--- config.mk ---
export PLATFORM = sky130hd
export DESIGN_NAME = seg_scan_controller
export DESIGN_NICKNAME = d
export VERILOG_FILES = /design/src/rtl/seg_scan_controller.sv
export SDC_FILE = /design/constraint.sdc
export NUM_CORES = 1
export LEC_CHECK = 0
export CORE_MARGIN = 2
export CORE_UTILIZATION = 30
export CTS_CLUSTER_DIAMETER = 120
export DETAILED_ROUTE_END_ITERATION = 7
export DONT_BUFFER_PORTS = 1
export PLACE_DENSITY_LB_ADDON = 0.3
export RECOVER_POWER = 25
export SLEW_MARGIN = 25
export SYNTH_ARGS = -nofsm -noshare
export SYNTH_HDL_FRONTEND = slang
export SYNTH_SLANG_ARGS = --single-unit
--- constraint.sdc ---
create_clock -name clk -period 2.2 [get_ports clk]
set_input_delay 0.33 -clock clk [delete_from_list [all_inputs] [get_ports clk]]
set_output_delay 0.33 -clock clk [all_outputs]
set_load 0.03 [all_outputs]
--- src/rtl/seg_scan_controller.sv ---
// Scan controller for a multi-digit common-anode seven-segment display.
// It double-buffers the display value and swaps it only at frame boundaries.
module seg_scan_controller #(
   parameter int NUM_DIGITS   = 4,
   parameter int REFRESH_DIV  = 50000,
   parameter int BLANK_CYCLES = 16
) (
   input  logic                          clk,
   input  logic                          reset,
   input  logic                          in_valid,
   output logic                          in_ready,
   input  logic [4*NUM_DIGITS-1:0]       in_value,
   input  logic                          lz_blank,
   output logic [3:0]                    digit_num,
   output logic [NUM_DIGITS-1:0]         anode,
   output logic [$clog2(NUM_DIGITS)-1:0] digit_idx,
   output logic                          frame_done
);

   localparam int W  = 4 * NUM_DIGITS;
   localparam int IW = $clog2(NUM_DIGITS);
   localparam int MX = (REFRESH_DIV > BLANK_CYCLES) ?
                       REFRESH_DIV : BLANK_CYCLES;
   localparam int CW = $clog2(MX);

   localparam logic [0:0] BLANK = 1'b0;
   localparam logic [0:0] SHOW  = 1'b1;

   localparam logic [CW-1:0] BLAST = CW'(BLANK_CYCLES - 1);
   localparam logic [CW-1:0] RLAST = CW'(REFRESH_DIV - 1);
   localparam logic [IW-1:0] ILAST = IW'(NUM_DIGITS - 1);

   logic [W-1:0]  disp;
   logic [W-1:0]  staged;
   logic          pending;
   logic [0:0]    state;
   logic [IW-1:0] idx;
   logic [CW-1:0] cnt;

   logic          accept;
   logic          blank_end;
   logic          show_end;
   logic          boundary;
   logic [0:0]    nstate;
   logic [IW-1:0] nidx;
   logic [CW-1:0] ncnt;
   logic [W-1:0]  ndisp;
   logic [NUM_DIGITS-1:0] nanode;

   // Digit k is blanked when it and every digit above it are zero.
   function automatic logic [3:0] eff_nib(
      input logic [W-1:0]  d,
      input logic [IW-1:0] k,
      input logic          lz
   );
      logic upper_zero;
      upper_zero = 1'b1;
      for (int j = 0; j < NUM_DIGITS; j++) begin
         if (j >= int'(k) && d[4*j +: 4] != 4'h0)
            upper_zero = 1'b0;
      end
      if (lz && k != '0 && upper_zero)
         return 4'hF;
      return d[4*int'(k) +: 4];
   endfunction

   assign in_ready  = !pending;
   assign accept    = in_valid && !pending;
   assign blank_end = (state == BLANK) && (cnt == BLAST);
   assign show_end  = (state == SHOW) && (cnt == RLAST);
   assign boundary  = show_end && (idx == ILAST);

   always_comb begin
      nstate = state;
      nidx   = idx;
      ncnt   = cnt + 1'b1;
      ndisp  = disp;
      unique case (1'b1)
         blank_end: begin
            nstate = SHOW;
            ncnt   = '0;
         end
         show_end: begin
            nstate = BLANK;
            ncnt   = '0;
            nidx   = (idx == ILAST) ? '0 : idx + 1'b1;
         end
         default: ;
      endcase
      if (boundary && pending)
         ndisp = staged;
   end

   always_comb begin
      nanode = '1;
      for (int i = 0; i < NUM_DIGITS; i++) begin
         if (nstate == SHOW && nidx == IW'(i))
            nanode[i] = 1'b0;
      end
   end

   // Outputs are computed from next state so they move with state/idx.
   always_ff @(posedge clk or posedge reset) begin
      if (reset) begin
         disp       <= '1;
         staged     <= '0;
         pending    <= 1'b0;
         state      <= BLANK;
         idx        <= '0;
         cnt        <= '0;
         anode      <= '1;
         digit_num  <= 4'hF;
         digit_idx  <= '0;
         frame_done <= 1'b0;
      end else begin
         state      <= nstate;
         idx        <= nidx;
         cnt        <= ncnt;
         disp       <= ndisp;
         pending    <= accept | (pending & ~boundary);
         if (accept)
            staged  <= in_value;
         anode      <= nanode;
         digit_num  <= eff_nib(ndisp, nidx, lz_blank);
         digit_idx  <= nidx;
         frame_done <= boundary;
      end
   end

endmodule
# Yosys cells after proc, flatten, opt, wreduce, memory -nomap -nowiden
# Index checks and enable logic that the tools add are counted.
[word_totals]
regBits = 61
out_inout_bits = 12
input_bits = 20
[classes]
reduce_logical = 22
n_mux = 16
eq_ne = 6
n_bitwise = 4
order_cmp = 3
addsub = 2
n_shift = 1
[op_table]
columns = ["op", "n"]
rows = [
  ["16-bit 2-to-1 mux", 2],
  ["16-bit by 1-bit adder with 16-bit output (second input constant)", 1],
  ["16-bit equality test (second input constant)", 1],
  ["16-bit by 4-bit equality test with 1-bit output (second input constant)", 1],
  ["4-bit nonzero test", 4],
  ["16-bit by 5-bit indexed part select with 4-bit output", 1],
  ["1-bit logical AND", 14],
  ["1-bit 2-to-1 mux", 9],
  ["4-bit 2-to-1 mux", 2],
  ["2-bit equality test (second input constant)", 3],
  ["1-bit by 2-bit >= comparator with 1-bit output (first input constant)", 2],
  ["2-bit 2-to-1 mux", 2],
  ["2-bit by 1-bit adder with 2-bit output (second input constant)", 1],
  ["2-bit by 1-bit equality test with 1-bit output (second input constant)", 1],
  ["2-bit >= comparator (first input constant)", 1],
  ["2-bit zero test", 1],
  ["1-bit NOT", 2],
  ["1-bit case mux with 2 select lines", 1],
  ["2-bit nonzero test", 1],
  ["2-bit OR reduction", 1],
  ["1-bit AND", 1],
  ["1-bit zero test", 1],
  ["1-bit bitwise OR", 1],
]

# Longest topological paths before layout
# Gate-level depths: netlist of run 1.
[logic_depth]
depth_word = 14
depth_mapped = 11
depth_no_buf = 9

# Worst setup path before layout of run 1
# OpenSTA, ideal clock, no wires.
[synth_path]
path_type = "reg2reg"
from = "register cnt[0]"
to = "register digit_num[1]"
arrival_ns = 2.280
stages_incl_launch_ff = 11
path_slack_ns = -0.159
path_buffers = 1
cell_sequence = "dfrtp_1 -> ha_1 -> and3_1 -> buf_2 -> and3_4 -> nand2_4 -> mux2i_4 -> inv_4 -> o31a_1 -> o221a_1 -> a41o_1"
[synth_between]
word_cells_on_any_way = 26
cone_classes = "3 x order compare; 1 x eq/ne; 1 x shift; 8 x mux; 13 x reduce/logical"
[synth_rtl]
columns = ["item", "line_no", "source"]
rows = [
  ["from (decl)", "38", "logic [CW-1:0] cnt;"],
  ["from (signal assigned)", "118", "cnt <= ncnt;"],
  ["16-bit equality test *", "70", "assign show_end = (state == SHOW) && (cnt == RLAST);"],
  ["1-bit logical AND *", "70", ""],
  ["2-bit 2-to-1 mux *", "78", "unique case (1'b1)"],
  ["net nidx[1]", "45", "logic [IW-1:0] nidx;"],
  ["1-bit by 2-bit >= comparator with 1-bit output", "59", "if (j >= int'(k) && d[4*j +: 4] != 4'h0)"],
  ["1-bit logical AND", "59", ""],
  ["1-bit 2-to-1 mux (4 in a row)", "59", ""],
  ["1-bit logical AND", "62", "if (lz && k != '0 && upper_zero)"],
  ["1-bit 2-to-1 mux", "62", ""],
  ["4-bit 2-to-1 mux *", "64", "return d[4*int'(k) +: 4];"],
  ["to (signal assigned)", "124", "digit_num <= eff_nib(ndisp, nidx, lz_blank);"],
  ["to (decl)", "14", "output logic [3:0] digit_num,"],
]
# The timed path passes the listed nets; every way through them passes the cells marked *.
# A chain may end at the register's enable or synchronous reset.

# Worst setup path in the final report of run 1
[layout_path]
from = "register cnt[5]"
to = "register digit_num[3]"
[layout_between]
elab_chain_cells = 14
word_cells_on_any_way = 26
cone_classes = "3 x order compare; 1 x eq/ne; 1 x shift; 8 x mux; 13 x reduce/logical"
[layout_rtl]
columns = ["item", "line_no", "source"]
rows = [
  ["16-bit equality test *", "70", ""],
  ["1-bit logical AND *", "70", ""],
  ["1-bit logical AND", "71", "assign boundary = show_end && (idx == ILAST);"],
  ["1-bit logical AND", "90", "if (boundary && pending)"],
  ["16-bit 2-to-1 mux", "90", ""],
  ["4-bit nonzero test", "59", ""],
  ["1-bit logical AND", "59", ""],
  ["1-bit 2-to-1 mux (4 in a row)", "59", ""],
  ["1-bit logical AND", "62", ""],
  ["1-bit 2-to-1 mux", "62", ""],
  ["4-bit 2-to-1 mux *", "64", ""],
]
# Every way passes the cells marked *; elsewhere a longest branch is shown, timed or not.

==> Flow_metrics.wiki, run 1 <==
{| class="wikitable"
! Metric !! Value
|-
| Result of the run || completed
|-
| Maximum buffer depth of the clock tree || 2
|-
| Wire length after detailed routing || 5980 um
|-
| Row count || 35
|-
| Met2 Usage GRT || 18.9%
|-
| Sort of element at the end of the critical path || flip-flop
|-
| Clk root buf || clkbuf_8
|-
| Maximum number of pins on one net before global-route repair || 49
|-
| Final Hold Fails || 0
|-
| Number of distinct library cell variants in the gate-level netlist after synthesis || 38
|-
| Critical path class || reg -> reg
|-
| Standard cell with the maximum stage delay on the critical path || dfrtp_1
|-
| Inserted Diodes || 0
|-
| Total Nets Final || 314
|-
| Reg clk slew, reported paths || 0.07 ns
|-
| Hold Path Depth || 2
|-
| Data arrival at the endpoint of the critical path || 2.44 ns
|-
| Final core utilization || a little under two fifths
|-
| Proportion of synthesized flip-flops having asynchronous set or reset || 100%
|-
| Final worst clock skew || 0.00945 ns
|-
| Avg Synthesized Cell Area || 10.7 um^2
|-
| Buffers & Inverters on Critical Path || 0
|-
| Starting density of the core || 30.7%
|-
| Post-route non-filler standard cell count || between 400 and 500
|-
| Sequential-to-total area share from yosys stat || 55.4%
|-
| Remaining antenna violation count after routing || 0
|-
| Fraction of the cycle the final worst path needs || 98.5%
|-
| Global route hottest layer || met2
|-
| Clock sink count || 61
|-
| Die Area || 0.0102 mm^2
|-
| Instance count on the critical path || 7
|-
| Met1 Track Usage GR || 16.9%
|-
| Global-route usage over all layers || 12.9%
|-
| Number of register bits inferred by synthesis || slightly above 60
|-
| Source-to-sink clock delay at the later pin of the worst-skew pair || 0.35 ns
|-
| M3 GR Usage || roughly 4%
|-
| 1st-pass router iterations || 4
|-
| Placeable core area || 0.00915 mm^2
|-
| Wire length of the first global-routing pass || 10000 um
|-
| Global placement routability congestion || approximately 0.86
|-
| Remaining max-slew budget at the tightest pin || roughly 30%
|-
| Routed wirelength normalized by instance count || approximately 15 um
|-
| WHS || 0.120 ns
|-
| Cell depth of the worst flop-to-flop path || 7
|-
| DRC violations left || 0
|-
| Power Total || 2.25 mW
|-
| Max Cap Violations || 0
|-
| Slew at the pin closest to its max-slew limit || 1.05 ns
|-
| Count of endpoints failing setup in the final report || 0
|-
| Cells after DPL || around 390
|-
| Netlist area before placement || 0.00281 mm^2
|-
| Tightest Hold Check Type || in -> reg
|-
| Total power per unit cell area || 667 mW/mm^2
|-
| Number of enable-type register cells in the synthesized netlist || 0
|-
| Via count of the first global-routing pass || 2000
|-
| Detailed router's first-iteration violation count || 101
|-
| Count of mapped cells out of synthesis || 263
|-
| Max Transition Viols Final || 0
|-
| Clock H-tree levels || 3
|-
| RSZ-0062 raised after global routing || yes
|-
| Antenna violations before repair || 0
|-
| Crit start category || flip-flop
|-
| P&R area growth vs syn || 20.1%
|-
| Width of the die || 101 um
|-
| Detailed placer's ending HPWL || 4360 um
|-
| Leak pwr || 1.56 nW
|-
| Number of port buffers || 0
|-
| Post-Layout Inst Area || 0.00337 mm^2
|-
| Highest cell delay on the worst timing path || between 0.4 and 0.5 ns
|-
| Number of buffers created by CTS || 9
|-
| Syn Nets || 285
|-
| Cell area after placement || 0.00311 mm^2
|-
| Total number of vias || 1991
|-
| Final Critical Period || about 2.2 ns
|-
| Worst-case vdd ir drop || 0.000254 V
|-
| Critical-path maximum fanout || 4
|-
| Number of vias per cell after detailed routing || 4.88
|-
| Vertical die dimension || 101 um
|-
| Layout cell share with drive strength beyond 1 || 34.0%
|-
| GR Overflow Total || 0
|-
| Cells along the critical path || nor4_4 -> and3_2 -> nand4_1 -> and3_1 -> o31a_1 -> o221a_4 -> a41o_1
|-
| Top-Level Pins || 32
|-
| Upper clock frequency limit || approximately 460 MHz
|-
| Top FF cell, synth || dfrtp_1
|-
| Required time of the critical path || approximately 2.5 ns
|-
| TritonCTS clock tree || done
|-
| Yosys warning count || 0
|-
| Crit-path leading delay family || simple AND/OR/NAND/NOR gates
|}
-- what timing repair did --
item / in CTS / in global routing
pin swaps: 0 / 1
endpoints found under the setup margin: 1 / 4
setup buffers: 0 / 4
resized for setup: 1 / 7
gates cloned: 0 / 0
hold buffers: 1 / 0
endpoints found under the hold margin: 13 / 0
-- final cells by class --
cell class / instances / area (um^2)
Tap cell: 111 / 139
Inverter: 4 / 17.5
Timing Repair Buffer: 27 / 215
Clock inverter: 7 / 76.3
Clock buffer: 9 / 124
Fill cell: 904 / 5780
Sequential cell: 61 / 1560
Multi-Input combinational cell: 189 / 1250
-- power breakdown --
part | switching [mW] | internal [mW] | total, mW
logic | 0.0342 | 0.0337 | 0.0679
registers | 0.0359 | 1.16 | 1.19
clock network | 0.464 | 0.525 | 0.989
total | 0.534 | 1.72 | 2.25
-- cell families (layout without fill, tap and decap cells) --
kind of cell             count (synthesis)  after routing  share of synthesized area, %
AND/OR/NAND/NOR                        131            131                          22.3
multiplexers                            29             29                          11.5
XOR/XNOR                                14             14                          4.37
buffers and inverters                   13             47                          2.05
adder cells (fa/ha/maj)                  2              2                         0.891
AO/OA/AOI/OAI                           13             13                          3.52
flip-flops                              61             61                          55.4
-- cell usage after synthesis (all sizes together), types with 2 or more instances --
cell type	instances	area, um^2
and3	11	78.8
nor2	20	75.1
or4	3	22.5
a21o	3	23.8
ha	2	25.0
mux2i	13	143
nor3	2	15.0
or3	3	20.0
buf	4	21.3
nand2	67	259
a41o	2	20.0
a22oi	2	15.0
xor2	9	78.8
inv	4	17.5
dfstp	24	631
clkbuf	5	18.8
nor4	6	52.6
a21oi	4	20.0
nor2b	2	12.5
dfrtp	37	926
mux2	16	180
nand3	15	75.1
xnor2	5	43.8
-- layer usage --
metal,routed length [um],vias to the layer above
met3,311,16
met1,2830,969
met4,172,0
li1,-,962
met2,2670,44
met5,0,-
-- through the flow --
step	setup TNS, ns	setup WS (ns)
after floorplan	-0.0664	-0.0332
after global placement	0	0.0203
after detailed placement	0	0.0267
after CTS	0	0.00795
after global routing	-0.210	-0.0876
final	0	0.0328
-- flip-flops by register name, indices dropped and copies added, names as in the netlist --
signal      cells
cnt            16
disp           16
staged         16
anode           4
digit_num       4
idx             2
frame_done      1
pending         1
state           1
-- path summary, 6_finish.rpt --
| path | startpoint | to | slack (ns) |
|---|---|---|---|
| setup / recovery | cnt[5] | digit_num[3] | 0.03 |
| min in group asynchronous | reset | staged[11] | 0.46 |
| hold reg to reg | cnt[0] | cnt[0] | 0.46 |
| max in group asynchronous | reset | state | 0.33 |
| hold / removal | in_valid | pending | 0.12 |
| setup reg to reg | cnt[5] | digit_num[3] | 0.03 |
-- layout by cell type, fill, tap and decap left out, drive strengths merged, types with 5 or more instances in the layout --
cell    instances
mux2           16
xnor2           5
buf            26
clkbuf          9
dfstp          24
mux2i          13
nand3          15
and3           11
dfrtp          37
nand2          67
nor4            6
xor2            9
nor2           20
Power figures use the tool's default switching activity.
==> run 2: changes to the inputs <==
--- a/config.mk
+++ b/config.mk
@@ -7,9 +7,11 @@
 export LEC_CHECK = 0
 export CORE_MARGIN = 2
 export CORE_UTILIZATION = 30
+export CTS_BUF_LIST = sky130_fd_sc_hd__clkbuf_8 sky130_fd_sc_hd__clkbuf_16
 export CTS_CLUSTER_DIAMETER = 120
 export DETAILED_ROUTE_END_ITERATION = 7
 export DONT_BUFFER_PORTS = 1
+export HOLD_SLACK_MARGIN = 0.06
 export PLACE_DENSITY_LB_ADDON = 0.3
 export RECOVER_POWER = 25
 export SLEW_MARGIN = 25
==> results of run 2 <==
The final DEF is identical to that of run 1; final timing and power are the same.
==> run 3: changes to the inputs <==
--- a/config.mk
+++ b/config.mk
@@ -14,7 +14,6 @@
 export HOLD_SLACK_MARGIN = 0.06
 export PLACE_DENSITY_LB_ADDON = 0.3
 export RECOVER_POWER = 25
-export SLEW_MARGIN = 25
 export SYNTH_ARGS = -nofsm -noshare
 export SYNTH_HDL_FRONTEND = slang
 export SYNTH_SLANG_ARGS = --single-unit
==> results of run 3 <==
The final DEF is identical to that of run 1; final timing and power are the same.
